[config.mk]
export PLATFORM = sky130hd
export DESIGN_NAME = sub16_serial
export DESIGN_NICKNAME = d
export VERILOG_FILES = /design/src/rtl/sub16_serial_pkg.sv /design/src/rtl/sub16_serial_nibble.sv /design/src/rtl/sub16_serial.sv
export SDC_FILE = /design/constraint.sdc
export NUM_CORES = 1
export LEC_CHECK = 0
export ABC_AREA = 1
export BUFFER_PORTS_ARGS = -buffer_cell sky130_fd_sc_hd__buf_2
export CAP_MARGIN = 20
export CORE_UTILIZATION = 30
export CTS_CLUSTER_SIZE = 10
export DETAILED_ROUTE_END_ITERATION = 16
export GPL_ROUTABILITY_DRIVEN = 1
export PLACE_DENSITY_LB_ADDON = 0.05
export RECOVER_POWER = 50
export SLEW_MARGIN = 25
export SYNTH_ARGS = -nofsm -noshare
export SYNTH_HDL_FRONTEND = slang
export SYNTH_HIERARCHICAL = 1
export SYNTH_SLANG_ARGS = --single-unit
[constraint.sdc]
create_clock -name clk -period 3.47 [get_ports clk]
set_clock_uncertainty 0.15 [all_clocks]
set_input_delay 0.347 -clock clk [delete_from_list [all_inputs] [get_ports clk]]
set_output_delay 0.347 -clock clk [all_outputs]
set_load 0.05 [all_outputs]
[src/rtl/sub16_serial_pkg.sv]
// Shared definitions for the nibble-serial 16-bit subtractor: state encoding,
// default widths and the index-width helper.
package sub16_serial_pkg;

    localparam int WIDTH_DEF   = 16;
    localparam int NIB_W_DEF   = 4;
    localparam int NIBBLES_DEF = WIDTH_DEF / NIB_W_DEF;

    typedef enum logic [1:0] {
        IDLE = 2'd0,
        RUN  = 2'd1,
        DONE = 2'd2
    } state_t;

    // A single-nibble datapath still needs a 1-bit index register.
    function automatic int idx_width(input int nibbles);
        return (nibbles > 1) ? $clog2(nibbles) : 1;
    endfunction

endpackage

[src/rtl/sub16_serial_nibble.sv]
// 4-bit borrow-lookahead subtractor slice: d = x - y - bin, purely combinational.
module borrow_lookahead_sub_4bit (
    input  logic [3:0] x,
    input  logic [3:0] y,
    input  logic       bin,
    output logic [3:0] d,
    output logic       bout
);

    logic [3:0] g;
    logic [3:0] p;
    logic [4:0] b;

    // g: this bit borrows on its own; p: equal bits pass the incoming borrow on.
    assign g = ~x & y;
    assign p = ~(x ^ y);

    assign b[0] = bin;
    assign b[1] = g[0] | (p[0] & bin);
    assign b[2] = g[1] | (p[1] & g[0]) | (p[1] & p[0] & bin);
    assign b[3] = g[2] | (p[2] & g[1]) | (p[2] & p[1] & g[0])
                | (p[2] & p[1] & p[0] & bin);
    assign b[4] = g[3] | (p[3] & g[2]) | (p[3] & p[2] & g[1])
                | (p[3] & p[2] & p[1] & g[0]) | (p[3] & p[2] & p[1] & p[0] & bin);

    assign d    = x ^ y ^ b[3:0];
    assign bout = b[4];

endmodule

[src/rtl/sub16_serial.sv]
// Multi-cycle subtractor z = x - y, one nibble per clock with a registered
// borrow, valid/ready on both sides and adder-compatible flags.
//
//   state | meaning
//   IDLE  | in_ready=1, waiting for an operand pair
//   RUN   | one nibble per cycle, idx 0..NIBBLES-1
//   DONE  | out_valid=1, z and flags held until out_ready
module sub16_serial
    import sub16_serial_pkg::*;
#(
    parameter int WIDTH = WIDTH_DEF,
    parameter int NIB_W = NIB_W_DEF
) (
    input  logic             clk,
    input  logic             rst_n,
    input  logic             in_valid,
    output logic             in_ready,
    input  logic [WIDTH-1:0] x,
    input  logic [WIDTH-1:0] y,
    output logic             out_valid,
    input  logic             out_ready,
    output logic [WIDTH-1:0] z,
    output logic             sign,
    output logic             zero,
    output logic             borrow,
    output logic             parity,
    output logic             overflow
);

    localparam int NIBBLES = WIDTH / NIB_W;
    localparam int IDX_W   = idx_width(NIBBLES);
    localparam logic [IDX_W-1:0] LAST_IDX = IDX_W'(NIBBLES - 1);

    state_t           state;
    state_t           state_nxt;
    logic [WIDTH-1:0] xr;
    logic [WIDTH-1:0] yr;
    logic [WIDTH-1:0] z_nxt;
    logic [IDX_W-1:0] idx;
    logic             brw;
    logic             last;
    logic             accept;
    logic [NIB_W-1:0] nib_x;
    logic [NIB_W-1:0] nib_y;
    logic [NIB_W-1:0] nib_d;
    logic             nib_bout;

    assign last   = (idx == LAST_IDX);
    assign accept = in_valid & in_ready;
    assign nib_x  = xr[idx*NIB_W +: NIB_W];
    assign nib_y  = yr[idx*NIB_W +: NIB_W];

    borrow_lookahead_sub_4bit u_nib (
        .x    (nib_x),
        .y    (nib_y),
        .bin  (brw),
        .d    (nib_d),
        .bout (nib_bout)
    );

    // Result with the current nibble merged in; on the last nibble this is the final z.
    always_comb begin
        z_nxt = z;
        z_nxt[idx*NIB_W +: NIB_W] = nib_d;
    end

    always_ff @(posedge clk or negedge rst_n) begin
        if (!rst_n) begin
            state <= IDLE;
        end else begin
            state <= state_nxt;
        end
    end

    always_comb begin
        state_nxt = state;
        in_ready  = 1'b0;
        out_valid = 1'b0;
        case (state)
            IDLE: begin
                in_ready = 1'b1;
                if (in_valid) state_nxt = RUN;
            end
            RUN: begin
                if (last) state_nxt = DONE;
            end
            DONE: begin
                out_valid = 1'b1;
                if (out_ready) state_nxt = IDLE;
            end
            default: state_nxt = IDLE;
        endcase
    end

    always_ff @(posedge clk or negedge rst_n) begin
        if (!rst_n) begin
            xr       <= '0;
            yr       <= '0;
            idx      <= '0;
            brw      <= 1'b0;
            z        <= '0;
            sign     <= 1'b0;
            zero     <= 1'b0;
            borrow   <= 1'b0;
            parity   <= 1'b0;
            overflow <= 1'b0;
        end else if (accept) begin
            xr  <= x;
            yr  <= y;
            idx <= '0;
            brw <= 1'b0;
        end else if (state == RUN) begin
            z   <= z_nxt;
            brw <= nib_bout;
            idx <= last ? '0 : idx + 1'b1;
            if (last) begin
                sign     <= z_nxt[WIDTH-1];
                zero     <= ~|z_nxt;
                borrow   <= nib_bout;
                parity   <= ~^z_nxt;
                overflow <= (xr[WIDTH-1] & ~yr[WIDTH-1] & ~z_nxt[WIDTH-1])
                          | (~xr[WIDTH-1] & yr[WIDTH-1] & z_nxt[WIDTH-1]);
            end
        end
    end

endmodule

==> results.cfg <==
[cts]
cts-root-buf = clkbuf_16
cts_tree = yes
clk_path_buf_depth = 2
cts_made_buffers = 9
clk_pin_slew_ps = 50
worstSkewPairLatency_ps = 330
numClockSinks = 58
htreeDepth = 3

[route]
routedWlPerCell_um = 13.5
drt.antenna.violating_nets = 0
dr.first_iter.drc_count = 68
dr_total_vias = 3063
via_per_inst = 4.56
wl_um = 9040
route.detailed.drc = 0
dr.pass1.iters = 4

[min_path]
hold_depth = 2
hold_start = out_ready
hold_path.class = input port to flip-flop
min_to = state[1]

[sta]
fmax_ghz = 0.307
tightestPinTransition_ps = 1180
finalSetupViolations = 0
layout_setup_ws_ps = 217
min_period_ps = 3250
fin_crit_sh_pct = 93.8
final_hold_viol_count = 0
finalSetupTns_ps = 0
finalMaxSlewViolations = 0
slew_headroom_pct = 21.2
rsz0062_at_grt = yes
fin_hold_ws_ps = 42.0

[floorplan]
die_x_um = 108
die_y_um = 108
rows = 38
core-area_um2 = 10900
io_pins = 59
initial_core_util_pct = 31.1
die_area_um2 = 11800

[synthesis]
synthDistinctLibCells = 28
yosys_warnings = 6
yosys.area.top_type_share_pct = 42.7
ys_seq_elements = 58
synth.area.top_cells = dfrtp_1, nand2_1, ha_1
syn_inst = 456
avgSynthCellArea_um2 = 7.46
netlist_area_um2 = 3400
syn_nets = 511
seq_area_frac_synth_pct = 42.7
synth_largest_area_cell = dfrtp_1

[final_layout]
area_delta_synth_final_pct = 29.7
final_util_pct = 40.3
drive_gt1_share_pct = 23.1
nNetsFinal = 583
antenna_cells = 0

[critical_path]
crit_start = idx[0]
rr_endpoint = parity
start_kind = flip-flop
r2r_cells = 25
rrSetupSlack_ps = 220
crit_fanout = 7
cp.required_ps = 3540
critPathKind = flip-flop to flip-flop
r2r-start = idx[0]
critPathArrivalTime_ps = 3320
endpoint_kind = flip-flop

[place]
gp_congestion = 0.812
hpwl_um = 6560
dpl_worst_slack_ps = -98.3
io_buffer_count = 58

[grt]
grt_antenna_before_repair = 0
overflow = 0
grt_usage_pct = 16.7
grt_first_pass_wirelength_um = 15000
grt_pass1_vias = 3173
grt_max_degree = 46

[status]
status = finished clean

[flow_run]
drv_cap = 0
sequential cells by signal (all words and copies together) (netlist names):
name	flops
zero	1
overflow	1
sign	1
parity	1
yr	16
idx	2
xr	16
z	16
borrow	1
state	2
brw	1
worst max-delay path, cell delays in order (launching register included):
cell     delay [ps]
dfrtp_1         390
inv_1           100
buf_6           140
nor2_1           50
o22ai_2         230
inv_2            90
ha_4            280
nand3_1          90
nand3_2          90
xor2_2          220
nand2_1         120
o22ai_2         140
inv_1           100
ha_4            260
inv_1            70
nand2_1          70
nand2_1          70
nand2_1          50
nand2_1          80
inv_1            50
nand2_1          50
nand2_1          60
nand2_2          60
nand2_1          40
nand2_1          50
nand2_1          50
synthesized netlist by cell type:
cell / count
inv_2: 8
nor2_4: 2
o21bai_1: 1
o31ai_1: 2
nand3_4: 1
o21ai_1: 1
clkbuf_1: 4
inv_1: 55
nand3_2: 2
nand3b_1: 1
buf_6: 1
buf_2: 10
a22oi_1: 1
dfrtp_1: 58
nand3_1: 9
nor3_1: 1
nor2_2: 5
xor2_1: 6
a21oi_1: 2
xnor2_1: 4
ha_1: 18
nor2_1: 28
fa_1: 1
o21ai_0: 40
o22ai_1: 20
nand2_2: 4
nand2_1: 166
nand4_1: 5
stage by stage:
stage / std cells / cell area, µm²
floorplan: 456 / 3400
global placement: 654 / 3900
detailed placement: 654 / 3910
CTS: 670 / 4230
global route: 672 / 4410
finish: 672 / 4410
how the worst max path moves through the flow:
stage / cells after the start / slack, ps / to
after CTS: 26 / 30 / parity
after global placement: 25 / -4 / parity
after detailed placement: 25 / -100 / parity
after global routing: 24 / -60 / parity
after floorplan: 23 / 20 / parity
final: 25 / 220 / parity
final cells by class:
type                       instances  area, µm²
multi-input combinational        320       1850
fill                            1205       6520
tap                              140        175
sequential                        58       1450
clock buffer                      10        239
timing repair buffer              76        409
clock inverter                     5       55.1
inverter                          63        236
per-layer routing:
metal,share of wire [%],vias up,track usage [%]
met3,3.0,13,3.74
met2,50,46,28.6
met1,45,1423,20.1
met5,0,-,0
li1,-,1581,-
met4,2.1,0,6.85
kinds of logic (layout without fill, tap and decap cells):
logic type               after synthesis  in the layout  share of synthesized area, %
AND/OR/NAND/NOR                      224            224                          27.4
flip-flops                            58             58                          42.7
buffers and inverters                 78            154                          9.20
AO/OA/AOI/OAI                         67             67                          10.9
XOR/XNOR                              10             10                          2.58
adder cells (fa/ha/maj)               19             19                          7.21
placed cells by master (no fill, tap or decap), types with 5 or more instances in the layout:
cell / instances
nand2_1: 165
dfrtp_1: 58
inv_1: 52
buf_2: 39
o21ai_0: 35
nor2_1: 27
clkbuf_1: 19
buf_4: 14
inv_2: 11
o22ai_2: 10
o22ai_1: 10
ha_1: 10
clkbuf_16: 9
nand3_1: 8
ha_4: 8
nor2_2: 6
nand4_1: 5
nand2_2: 5
repair_timing:
action	in CTS	in global routing
setup buffers	0	2
pin swaps	0	6
gates resized for setup	3	39
hold buffers	1	0
endpoints found under the setup margin	1	1
endpoints found under the hold margin	44	0
Power is not shown: default switching activity piles up to over one toggle a cycle in this logic, so the estimate is an artifact.
